## config.mk

```make
export PLATFORM = sky130hd
export DESIGN_NAME = quicksort_ctrl
export DESIGN_NICKNAME = d
export VERILOG_FILES = /design/src/rtl/quicksort_ctrl.sv
export SDC_FILE = /design/constraint.sdc
export NUM_CORES = 1
export LEC_CHECK = 0
export CAP_MARGIN = 20
export CORE_AREA = 2 2 114 116
export DETAILED_ROUTE_END_ITERATION = 8
export DIE_AREA = 0 0 116 118
export GPL_ROUTABILITY_DRIVEN = 0
export PLACE_DENSITY_LB_ADDON = 0.25
export SLEW_MARGIN = 20
export SYNTH_ARGS = -nofsm -noshare
export SYNTH_HDL_FRONTEND = slang
export SYNTH_SLANG_ARGS = --single-unit
export TNS_END_PERCENT = 10
```

## constraint.sdc

```tcl
create_clock -name clock -period 4.1 [get_ports clock]
set_input_delay 0.82 -clock clock [delete_from_list [all_inputs] [get_ports clock]]
set_output_delay 0.82 -clock clock [all_outputs]
set_load 0.005 [all_outputs]
```

## src/rtl/quicksort_ctrl.sv

```systemverilog
// quicksort_ctrl
// Iterative quicksort controller. It owns the working array and an explicit
// stack of pending {lo, hi} sub-ranges. For each range it hands the array to
// an external partition block. It then takes back the partitioned array and
// pivot index, pushes the resulting sub-ranges and continues. When the stack
// is empty it presents the sorted array with a one-cycle valid pulse.
//
// Ports
//   clock, reset     rising-edge clock, synchronous active-high reset
//   array_in         unsorted array, element 0 in the MSBs
//   sort_start       sort request, only honoured while idle
//   part_array_out   working array presented to the partition block
//   part_lo_ind      low index of the range being partitioned
//   part_hi_ind      high index (pivot position) of that range
//   part_start       one-cycle partition request
//   part_array_in    partitioned array returned by the partition block
//   part_valid       one-cycle completion strobe from the partition block
//   part_pivot_ind   final pivot index reported by the partition block
//   array_out        last sorted result, held until the next completion
//   sort_valid       one-cycle completion pulse
//   busy             high whenever a sort is in progress
//   sort_err         sticky: partition returned a pivot outside its range
module quicksort_ctrl #(
  parameter int ARR_WIDTH = 4
) (
  input  logic                   clock,
  input  logic                   reset,
  input  logic [ARR_WIDTH*4-1:0] array_in,
  input  logic                   sort_start,
  output logic [ARR_WIDTH*4-1:0] part_array_out,
  output logic [3:0]             part_lo_ind,
  output logic [3:0]             part_hi_ind,
  output logic                   part_start,
  input  logic [ARR_WIDTH*4-1:0] part_array_in,
  input  logic                   part_valid,
  input  logic [3:0]             part_pivot_ind,
  output logic [ARR_WIDTH*4-1:0] array_out,
  output logic                   sort_valid,
  output logic                   busy,
  output logic                   sort_err
);

  localparam int SPW = $clog2(ARR_WIDTH);
  localparam logic [3:0] LAST_IDX = 4'(ARR_WIDTH - 1);

  typedef logic [SPW:0] sp_t;
  typedef enum logic [2:0] {IDLE, POP, ISSUE, WAIT, PUSH, DONE} state_t;

  state_t                 state_q;
  sp_t                    sp_q;
  logic [7:0]             stack_q [ARR_WIDTH];
  logic [ARR_WIDTH*4-1:0] work_q;
  logic [ARR_WIDTH*4-1:0] arrayOut_q;
  logic [3:0]             curLo_q;
  logic [3:0]             curHi_q;
  logic [3:0]             pivot_q;
  logic [3:0]             partLo_q;
  logic [3:0]             partHi_q;
  logic                   partStart_q;
  logic                   sortValid_q;
  logic                   busy_q;
  logic                   sortErr_q;

  // Sub-range selection after a partition. The comparisons are widened to
  // five bits so a pivot at index 0 or 15 cannot wrap around.
  logic [4:0]     curLoW, curHiW, pivotW;
  logic           pushLeft, pushRight;
  logic [7:0]     leftEntry, rightEntry;
  logic [SPW-1:0] spIdx, spIdxP1, popIdx, rightIdx;

  always_comb begin
    curLoW     = {1'b0, curLo_q};
    curHiW     = {1'b0, curHi_q};
    pivotW     = {1'b0, pivot_q};
    pushLeft   = (pivotW >= curLoW + 5'd2);
    pushRight  = (pivotW + 5'd2 <= curHiW);
    leftEntry  = {curLo_q, pivot_q - 4'd1};
    rightEntry = {pivot_q + 4'd1, curHi_q};
    spIdx      = sp_q[SPW-1:0];
    spIdxP1    = spIdx + 1'b1;
    popIdx     = spIdx - 1'b1;
    // The right range lands above the left one when both are pushed.
    rightIdx   = pushLeft ? spIdxP1 : spIdx;
  end

  // Main controller FSM. All outputs are registered here. part_start and
  // sort_valid default low each cycle so that each is a single-cycle pulse.
  always_ff @(posedge clock) begin
    if (reset) begin
      state_q     <= IDLE;
      sp_q        <= '0;
      work_q      <= '0;
      arrayOut_q  <= '0;
      curLo_q     <= '0;
      curHi_q     <= '0;
      pivot_q     <= '0;
      partLo_q    <= '0;
      partHi_q    <= '0;
      partStart_q <= 1'b0;
      sortValid_q <= 1'b0;
      busy_q      <= 1'b0;
      sortErr_q   <= 1'b0;
    end else begin
      partStart_q <= 1'b0;
      sortValid_q <= 1'b0;
      case (state_q)
        IDLE: begin
          if (sort_start) begin
            work_q      <= array_in;
            stack_q[0]  <= {4'd0, LAST_IDX};
            sp_q        <= sp_t'(1);
            sortErr_q   <= 1'b0;
            busy_q      <= 1'b1;
            state_q     <= POP;
          end
        end
        POP: begin
          if (sp_q == '0) begin
            // The result and its pulse are set up here so that they are
            // visible during the DONE cycle itself.
            arrayOut_q  <= work_q;
            sortValid_q <= 1'b1;
            state_q     <= DONE;
          end else begin
            sp_q    <= sp_q - sp_t'(1);
            curLo_q <= stack_q[popIdx][7:4];
            curHi_q <= stack_q[popIdx][3:0];
            if (stack_q[popIdx][3:0] > stack_q[popIdx][7:4]) begin
              partLo_q    <= stack_q[popIdx][7:4];
              partHi_q    <= stack_q[popIdx][3:0];
              partStart_q <= 1'b1;
              state_q     <= ISSUE;
            end
          end
        end
        ISSUE: begin
          state_q <= WAIT;
        end
        WAIT: begin
          if (part_valid) begin
            work_q  <= part_array_in;
            pivot_q <= part_pivot_ind;
            if (part_pivot_ind < curLo_q || part_pivot_ind > curHi_q) begin
              // A pivot outside its range means the stack can no longer be
              // trusted, so the sort is abandoned with what came back.
              sortErr_q   <= 1'b1;
              arrayOut_q  <= part_array_in;
              sortValid_q <= 1'b1;
              state_q     <= DONE;
            end else begin
              state_q <= PUSH;
            end
          end
        end
        PUSH: begin
          if (pushLeft) begin
            stack_q[spIdx] <= leftEntry;
          end
          if (pushRight) begin
            stack_q[rightIdx] <= rightEntry;
          end
          sp_q    <= sp_q + sp_t'(pushLeft) + sp_t'(pushRight);
          state_q <= POP;
        end
        DONE: begin
          busy_q  <= 1'b0;
          state_q <= IDLE;
        end
        default: begin
          state_q <= IDLE;
        end
      endcase
    end
  end

  assign part_array_out = work_q;
  assign part_lo_ind    = partLo_q;
  assign part_hi_ind    = partHi_q;
  assign part_start     = partStart_q;
  assign array_out      = arrayOut_q;
  assign sort_valid     = sortValid_q;
  assign busy           = busy_q;
  assign sort_err       = sortErr_q;

endmodule

```

==> flow_summary.yaml, run 1 <==
outcome:
  status: "finished clean"
floorplanning:
  coreArea_mm2: 0.0124
  io_pins: 84
  rows: 41
  die_area_mm2: 0.0137
  start_util_pct: 44.2
  chipWidth_um: 116
  dieHeight_um: 118
critical_path:
  max_stage_delay_ns: 0.68
  required_ns: 4.31
  worst_path_max_delay_cell: "ha_1"
  worstSetupPathType: "register to register"
  startpoint_type: "register"
  cp-end-kind: "register"
  crit_path_frequent_cell: "ha_1"
  worstPathCellList: "inv_1 > ha_1 > mux4_2 > ha_1 > and4b_1 > a211oi_1 > nor3b_1 > buf_4 > mux2i_1 > nor2_1"
  crit_fanout: 13
  cp_data_arrival_time_ns: 3.72
yosys:
  synth.area.top_cells: "dfxtp_1 23%, edfxtp_1 18%, mux2i_1 7.3%"
  synth_top_area_cell: "dfxtp_1"
  syn_inst: 539
  netlist_area_mm2: 0.00549
  ys_seq_elements: 94
  ys.flop_type: "dfxtp_1"
  avgSynthCellArea_um2: 10.2
  synth_top_area_share_pct: 22.6
  synth_edf_count: 32
  yosysSeqAreaShare_pct: 40.1
  synth_async_sr_flop_share_pct: 0
  synth_cell_types: 62
  ys_warn_count: 0
  syn-num-nets: 608
detailed_routing:
  drt_iter0_markers: 325
  wl_met2_um: 6730
  dr_total_vias: 4319
  avgRoutedWirePerCell_um: 17.4
  wl_met1_um: 6070
  ant_nets: 0
  via_per_inst: 5.49
  wl_met3_um: 681
  drt-total-wl_um: 13700
  highest_layer: "met4"
  drcViolationCount: 0
  firstDrtPassIters: 5
clocking:
  cts_buffers: 9
  cts_tree: "yes"
  cts_max_level: 3
  clkSlewWorstSetupHoldPaths_ns: 0.07
  root_buffer: "clkbuf_16"
  cts_buffer_depth: 2
  cts_sinks: 94
  worstSkewPairLatency_ns: 0.35
  hold_buffers: 0
  post_cts_buffers: 0
  ctsResizeCount: 0
sta:
  report.final.slew_viol_count: 0
  relSlewSlack_pct: 46.0
  rsz0062_at_grt: "false"
  period_needed_ns: 3.51
  finalHoldViolCount: 0
  fin_skew_ns: 0.00741
  fmax_mhz: 285
  finalSetupViolations: 0
  tns_ns: 0
  fin_crit_sh_pct: 85.6
  worstMarginPinSlew_ns: 0.810
global_route:
  antenna_found_initial: 0
  grt_pass1_wl_um: 21900
  grt_pass1_vias: 4178
  grtUsageTotal_pct: 20.6
  grt_max_degree: 80
  grt_overflow_total: 0
cells_and_area:
  final_core_util_pct: 54.5
  drive_gt1_share_pct: 15.3
  antenna_cells: 0
  nFillCells: 1132
  seq_area_mm2: 0.00220
  area_growth_pct: 23.3
  multi_input_area_mm2: 0.00305
  finalNetCount: 679
pwr:
  intPower_mw: 2.38
  power_leakage_nw: 2.59
  pwr-share-seq_pct: 33.5
  clock_power_share_pct: 23.7
  swShare_pct: 37.4
  ir_drop_mv: 0.273
  switchingPower_mw: 1.42
  total_power_mw: 3.81
  p_comb_share_pct: 42.8
  power_density_mw_per_mm2: 563
placed_design:
  dp_hpwl_um: 10100
  portBuffers: 83
job:
  drv_cap: 0
worst_hold_path:
  hold_path.class: "register to register"
-- cell usage in the layout (no fill, tap or decap), types with 3 or more instances in the layout --
master | synthesis | routed
a2111oi_4 | 5 | 5
buf_4 | 0 | 9
o21ai_0 | 5 | 5
nor2_1 | 63 | 63
a311oi_1 | 16 | 16
o211ai_4 | 4 | 4
nand2_1 | 54 | 54
inv_1 | 20 | 20
ha_1 | 28 | 28
clkbuf_16 | 0 | 10
nor2b_1 | 19 | 19
nand3_1 | 25 | 25
clkdlybuf4s50_1 | 0 | 82
xnor2_1 | 3 | 3
nor3_1 | 7 | 7
edfxtp_1 | 32 | 32
xor2_1 | 3 | 3
o211ai_1 | 3 | 3
a21o_1 | 3 | 3
mux2_2 | 34 | 34
or3_1 | 3 | 3
a21oi_1 | 21 | 20
dfxtp_1 | 62 | 61
mux2i_1 | 40 | 40
mux4_2 | 8 | 8
nand2b_1 | 5 | 5
-- synthesized netlist by cell type (4+ instances only) --
| master | count |
|---|---|
| o211ai_4 | 4 |
| buf_2 | 10 |
| edfxtp_1 | 32 |
| o21ai_0 | 5 |
| dfxtp_1 | 62 |
| mux2_2 | 34 |
| mux4_2 | 8 |
| a21oi_1 | 21 |
| clkbuf_1 | 17 |
| inv_1 | 20 |
| nor3_1 | 7 |
| a2111oi_4 | 5 |
| nand3_1 | 25 |
| nand2b_1 | 5 |
| ha_1 | 28 |
| a311oi_1 | 16 |
| mux2i_1 | 40 |
| nor2_1 | 63 |
| nand2_1 | 54 |
| nor2b_1 | 19 |
-- sequential cells by signal (all words and copies together), names as in the netlist, 3 cells and up --
| name | flops |
|---|---|
| array_out | 16 |
| curHi_q | 4 |
| curLo_q | 4 |
| part_array_out | 16 |
| part_hi_ind | 4 |
| part_lo_ind | 4 |
| pivot_q | 4 |
| sp_q | 3 |
| stack_q | 32 |
| state_q | 3 |
-- logic make-up after synthesis --
group	Yosys count	share of synthesized area [%]
AO/OA/AOI/OAI	76	12.6
adder cells (fa/ha/maj)	29	6.75
AND/OR/NAND/NOR	197	17.1
flip-flops	94	40.1
multiplexers	84	18.1
XOR/XNOR	6	0.958
buffers and inverters	53	4.33
-- layer usage --
layer | up-vias | track usage (%)
li1 | 2089 | -
met1 | 2093 | 27.7
met2 | 114 | 33.5
met3 | 23 | 3.96
met4 | 0 | 6.32
met5 | - | 0
-- path summary, 6_finish.rpt --
path | endpoint | from | cells past startpoint | slack (ns)
min reg2reg | sp_q[2] | sp_q[2] | 2 | 0.49
max reg2reg | part_hi_ind[2] | sp_q[1] | 10 | 0.59
min | sp_q[2] | sp_q[2] | 2 | 0.49
max | part_hi_ind[2] | sp_q[1] | 10 | 0.59
-- power groups by stage --
stage / combinational (mW) / clock, mW / sequential (mW)
final: 1.63 / 0.904 / 1.27
after floorplan: 1.14 / 0 / 1.24
after global routing: 1.79 / 0.943 / 1.30
after detailed placement: 1.63 / 0 / 1.29
after global placement: 1.60 / 0 / 1.29
after CTS: 1.63 / 0.913 / 1.27
-- cell type report --
class                           count  share of cell area, %
Multi-Input combinational cell    392                   45.1
Sequential cell                    94                   32.6
Timing Repair Buffer               92                   13.2
Clock buffer                       12                   3.96
Tap cell                          172                   3.18
Inverter                           21                   1.24
Clock inverter                      4                  0.758
-- per-stage QoR --
step / instances / hold WS [ns] / worst slack (ns) / cell area (um2)
6_report: 787 / 0.492 / 0.592 / 6770
5_1_grt: 787 / 0.527 / 0.411 / 6770
4_1_cts: 787 / 0.497 / 0.627 / 6770
3_5_place_dp: 771 / 0.485 / 0.634 / 6450
3_3_place_gp: 771 / 0.473 / 0.799 / 6450
2_1_floorplan: 539 / 0.454 / 1.04 / 5490
-- worst max-delay path, delay by kind of cell, from the launching register on --
| kind | cells | cell delay [ns] |
|---|---|---|
| adder cells (fa/ha/maj) | 2 | 1.03 |
| multiplexers | 2 | 0.63 |
| flip-flops | 1 | 0.56 |
| AO/OA/AOI/OAI | 1 | 0.07 |
| AND/OR/NAND/NOR | 3 | 0.58 |
| buffers and inverters | 2 | 0.49 |
Power figures use the tool's default switching activity.
==> run 2, diff against run 1 <==
--- a/config.mk
+++ b/config.mk
@@ -5,11 +5,13 @@
 export SDC_FILE = /design/constraint.sdc
 export NUM_CORES = 1
 export LEC_CHECK = 0
-export CAP_MARGIN = 20
-export CORE_AREA = 2 2 114 116
+export CELL_PAD_IN_SITES_DETAIL_PLACEMENT = 1
+export CELL_PAD_IN_SITES_GLOBAL_PLACEMENT = 1
+export CORE_AREA = 2 2 118 120
 export DETAILED_ROUTE_END_ITERATION = 8
-export DIE_AREA = 0 0 116 118
+export DIE_AREA = 0 0 120 122
 export GPL_ROUTABILITY_DRIVEN = 0
+export GPL_TIMING_DRIVEN = 1
 export PLACE_DENSITY_LB_ADDON = 0.25
 export SLEW_MARGIN = 20
 export SYNTH_ARGS = -nofsm -noshare
==> run 2 against run 1 <==
Combinational power up 6%. Die area up 7.0%. Clock power down 6.4%. Worst hold slack about the same. Via count up 1.1%.
==> flow_summary.yaml, run 2 (synthesized netlist as in run 1, its figures left out) <==
job:
  drv_cap: 0
global_route:
  antenna_found_initial: 0
  grt_overflow_total: 0
  grt_max_degree: 80
  grt_pass1_vias: 4746
  grt_pass1_wl_um: 25300
  grtUsageTotal_pct: 22.7
pwr:
  p_comb_share_pct: 45.1
  power_density_mw_per_mm2: 567
  clock_power_share_pct: 22.1
  ir_drop_mv: 0.293
  pwr-share-seq_pct: 32.8
  swShare_pct: 39.0
  power_leakage_nw: 2.58
  switchingPower_mw: 1.49
  total_power_mw: 3.84
  intPower_mw: 2.34
clocking:
  worstSkewPairLatency_ns: 0.36
  cts_buffer_depth: 2
  clkSlewWorstSetupHoldPaths_ns: 0.07
  root_buffer: "clkbuf_16"
  post_cts_buffers: 0
  cts_max_level: 3
  cts_tree: "yes"
  ctsResizeCount: 0
  hold_buffers: 0
  cts_sinks: 94
  cts_buffers: 9
placed_design:
  dp_hpwl_um: 11700
  post-place-ws_ns: 0.682
  portBuffers: 83
  postPlaceCellArea_mm2: 0.00647
sta:
  report.final.slew_viol_count: 0
  fin_crit_sh_pct: 82.4
  worstMarginPinSlew_ns: 0.867
  worst_hold_slack_ns: 0.492
  finalHoldViolCount: 0
  fin_skew_ns: 0.00764
  relSlewSlack_pct: 42.2
  fmax_mhz: 296
  rsz0062_at_grt: "false"
  period_needed_ns: 3.38
  tns_ns: 0
  finalWorstSetupSlack_ns: 0.721
  finalSetupViolations: 0
cells_and_area:
  area_growth_pct: 23.2
  final_cell_mix: "82 x clkdlybuf4s50_1, 63 x nor2_1, 61 x dfxtp_1"
  largest_reg_flops: 32
  multi_input_area_mm2: 0.00306
  nFillCells: 1514
  postLayoutCellArea_mm2: 0.00676
  finalNetCount: 680
  drive_gt1_share_pct: 15.4
  seq_area_mm2: 0.00220
  layout_commonest_cell: "clkdlybuf4s50_1"
  antenna_cells: 0
  top_register: "stack_q"
critical_path:
  cp_data_arrival_time_ns: 3.59
  startpoint_type: "register"
  cp-end-kind: "register"
  crit_fanout: 13
  worstSetupPathType: "register to register"
  required_ns: 4.32
detailed_routing:
  drt-total-wl_um: 16000
  ant_nets: 0
  drt_iter0_markers: 198
  via_per_inst: 5.49
  dr_total_vias: 4367
  drcViolationCount: 0
  avgRoutedWirePerCell_um: 20.1
  firstDrtPassIters: 4
floorplanning:
  chipWidth_um: 120
  rows: 43
  dieHeight_um: 122
  coreArea_mm2: 0.0135
  io_pins: 84
  start_util_pct: 40.6
  die_area_mm2: 0.0146
outcome:
  status: "finished clean"
worst_hold_path:
  hold_path.class: "register to register"
==> run 2: through the flow <==
stage,utilization (%),instances
global route,50.1,796
global placement,47.9,780
CTS,50.1,796
detailed placement,47.9,780
finish,50.1,796
floorplan,-,539
==> run 2: area by class of cell <==
type	instances	area share, %
Clock inverter	6	0.888
Inverter	21	1.24
Tap cell	180	3.33
Clock buffer	10	3.39
Sequential cell	94	32.6
Timing Repair Buffer	93	13.3
Multi-Input combinational cell	392	45.3
==> run 2: routing by layer <==
metal	track usage, %	wire [um]
met1	25.8	6680
met2	40.1	8090
met3	7.35	845
met4	7.50	368
met5	0	0
==> run 2: worst max-delay path, cell delays in order, from the launching register on <==
cell and delay, ns:
dfxtp_1 0.33, inv_1 0.13, ha_1 0.69, mux4_2 0.44
ha_1 0.33, and4b_1 0.19, a211oi_1 0.07, nor3b_2 0.71
mux2i_1 0.28, nor2_1 0.05
==> run 2: path summary, 6_finish.rpt <==
check,from,to,slack (ns),cells past startpoint
max reg2reg,sp_q[1],part_lo_ind[1],0.72,9
max,sp_q[1],part_lo_ind[1],0.72,9
min,sort_err,sort_err,0.49,2
min reg2reg,sort_err,sort_err,0.49,2
==> run 2: power groups by stage <==
stage               sequential [mW]  clock [mW]  combinational, mW
floorplan                      1.24           0               1.14
global placement               1.27           0               1.68
detailed placement             1.27           0               1.73
CTS                            1.26       0.863               1.74
global route                   1.28       0.905               1.89
finish                         1.26       0.846               1.73
==> run 3, diff against run 2 <==
--- a/config.mk
+++ b/config.mk
@@ -7,9 +7,9 @@
 export LEC_CHECK = 0
 export CELL_PAD_IN_SITES_DETAIL_PLACEMENT = 1
 export CELL_PAD_IN_SITES_GLOBAL_PLACEMENT = 1
-export CORE_AREA = 2 2 118 120
+export CORE_AREA = 2 2 124 126
 export DETAILED_ROUTE_END_ITERATION = 8
-export DIE_AREA = 0 0 120 122
+export DIE_AREA = 0 0 126 128
 export GPL_ROUTABILITY_DRIVEN = 0
 export GPL_TIMING_DRIVEN = 1
 export PLACE_DENSITY_LB_ADDON = 0.25
==> constraint.sdc (replaced) <==
create_clock -name clock -period 2.95 [get_ports clock]
set_input_delay 0.59 -clock clock [delete_from_list [all_inputs] [get_ports clock]]
set_output_delay 0.59 -clock clock [all_outputs]
set_load 0.005 [all_outputs]
==> run 3 against run 2 <==
Clock skew rose by 0.0016 ns. Non-clock buffer count rose by 37. Setup slack got worse by 0.60 ns. Final cell count rose by 5.8%. First-iteration DRC count rose by 31%. Highest routed layer unchanged. Sequential share of layout area fell by 1.5 points. Design area rose by 5.1%. Worst hold slack improved by 0.0089 ns. Sequential power rose by 35%. Power rose by 48%. Clock-buffer cell count rose by 2. Critical endpoint is now state_q[0]. Via count rose by 4.9%.
==> flow_summary.yaml, run 3 (synthesized netlist as in run 1, its figures left out) <==
critical_path:
  worstPathCellList: "buf_4 > mux4_2 > inv_1 > ha_1 > and4b_1 > a211oi_2 > nand2b_1 > a21oi_1 > o22ai_1"
  crit_fanout: 13
  cp-end-kind: "register"
  ff2ff_setup_slack_ns: 0.12
  startpoint_type: "register"
  r2r_cells: 9
  max_stage_delay_ns: 0.54
  required_ns: 3.22
  worstSetupPathType: "register to register"
  cp_data_arrival_time_ns: 3.10
  crit_buf_inv: 2
  worst_path_max_delay_cell: "mux4_2"
  rr_startpoint: "sp_q[0]"
  r2r-end: "state_q[0]"
  path_delay_family: "compound AO/OA/AOI/OAI gates"
sta:
  period_needed_ns: 2.83
  finalSetupViolations: 0
  worstMarginPinSlew_ns: 0.828
  worst_hold_slack_ns: 0.501
  relSlewSlack_pct: 44.8
  finalWorstSetupSlack_ns: 0.116
  fin_crit_sh_pct: 96.1
  rsz0062_at_grt: "true"
  report.final.slew_viol_count: 0
  tns_ns: 0
  finalHoldViolCount: 0
  fin_skew_ns: 0.00922
  fmax_mhz: 353
global_route:
  grtUsageTotal_pct: 21.1
  grt_pass1_wl_um: 26500
  grt_max_degree: 80
  grt_overflow_total: 0
  antenna_found_initial: 0
  grt_pass1_vias: 4924
worst_hold_path:
  hold_path_startpoint: "sp_q[2]"
  hold_end: "sp_q[2]"
  hold_path.class: "register to register"
  hold-path-cell-count: 2
cells_and_area:
  final_cell_mix: "82 x clkdlybuf4s50_1, 63 x nor2_1, 59 x dfxtp_1"
  largest_reg_flops: 32
  antenna_cells: 0
  nFillCells: 1686
  layout_commonest_cell: "clkdlybuf4s50_1"
  finalNetCount: 718
  drive_gt1_share_pct: 21.3
  area_growth_pct: 29.5
  postLayoutCellArea_mm2: 0.00711
  top_register: "stack_q"
detailed_routing:
  ant_nets: 0
  dr_total_vias: 4580
  firstDrtPassIters: 4
  drcViolationCount: 0
  drt_iter0_markers: 260
  avgRoutedWirePerCell_um: 19.8
  drt-total-wl_um: 16700
  via_per_inst: 5.44
placed_design:
  post-place-ws_ns: -0.164
  dp_hpwl_um: 12500
  postPlaceCellArea_mm2: 0.00677
  portBuffers: 83
pwr:
  pwr-share-seq_pct: 30.0
  power_density_mw_per_mm2: 799
  intPower_mw: 3.51
  switchingPower_mw: 2.17
  swShare_pct: 38.2
  p_comb_share_pct: 49.0
  ir_drop_mv: 0.333
  power_leakage_nw: 2.78
  total_power_mw: 5.68
  clock_power_share_pct: 21.0
clocking:
  cts_buffer_depth: 2
  hold_buffers: 0
  cts_tree: "yes"
  cts_buffers: 9
  clkSlewWorstSetupHoldPaths_ns: 0.07
  worstSkewPairLatency_ns: 0.35
  cts_sinks: 94
  cts_max_level: 3
  root_buffer: "clkbuf_16"
floorplanning:
  rows: 45
  io_pins: 84
  die_area_mm2: 0.0161
  chipWidth_um: 126
  coreArea_mm2: 0.0149
  start_util_pct: 36.9
  dieHeight_um: 128
outcome:
  status: "finished clean"
job:
  drv_cap: 0
run 3: changes by cell type in the layout (fill, tap and decap cells not counted), moves of 2 or more:
cell      change
buf_4        +36
clkinv_1      -2
dfxtp_1       -2
inv_6         -2
nor3b_4       +2
run 3: power by group through the flow:
stage          logic [mW]  clock network (mW)  registers [mW]
2_1_floorplan        1.58                   0            1.72
3_3_place_gp         2.60                   0            1.72
3_5_place_dp         2.70                   0            1.73
4_1_cts              2.73                1.21            1.71
5_1_grt              3.04                1.26            1.73
6_report             2.79                1.19            1.70
run 3: final cells by class:
cell class	instances	area [um2]	area share (%)
clock buffers	12	246	3.47
multi-input cells	393	3100	43.6
repair buffers	130	1190	16.8
well taps	188	235	3.31
inverters	21	83.8	1.18
flip-flops and latches	94	2210	31.1
clock inverters	4	47.5	0.669
run 3: what timing repair did:
action | 4_1_cts | 5_1_grt
setup endpoints to repair | 11 | 12
pin swaps | 0 | 1
resized for setup | 2 | 6
cloned | 0 | 1
buffers inserted | 0 | 0
run 3: through the flow:
stage / utilization (%) / cells
2_1_floorplan: - / 539
3_3_place_gp: 45.6 / 825
3_5_place_dp: 45.6 / 825
4_1_cts: 47.6 / 841
5_1_grt: 47.8 / 842
6_report: 47.8 / 842
run 3: worst max path at each step:
stage | slack [ns] | cells after the start | endpoint | from
floorplan | -0.09 | 12 | sp_q[2] | pivot_q[1]
global placement | -0.05 | 8 | part_lo_ind[3] | sp_q[0]
detailed placement | -0.16 | 8 | part_lo_ind[1] | sp_q[0]
CTS | 0.01 | 8 | part_hi_ind[1] | sp_q[0]
global route | -0.05 | 12 | sp_q[1] | pivot_q[1]
finish | 0.12 | 9 | state_q[0] | sp_q[0]
run 3: worst register-to-register path, delay by kind of cell (launching register included):
kind	cells	cell delay (ns)
compound gates	3	0.71
mux	1	0.55
simple gates	2	0.46
flops	1	0.42
buf+inv	2	0.37
fa+ha+maj	1	0.26
run 3: layer usage:
layer | track usage, % | routed length, um | up-vias
li1 | - | - | 2164
met3 | 4.63 | 1070 | 22
met1 | 24.4 | 6790 | 2275
met2 | 38.2 | 8480 | 119
met4 | 8.02 | 362 | 0
met5 | 0 | 0 | -
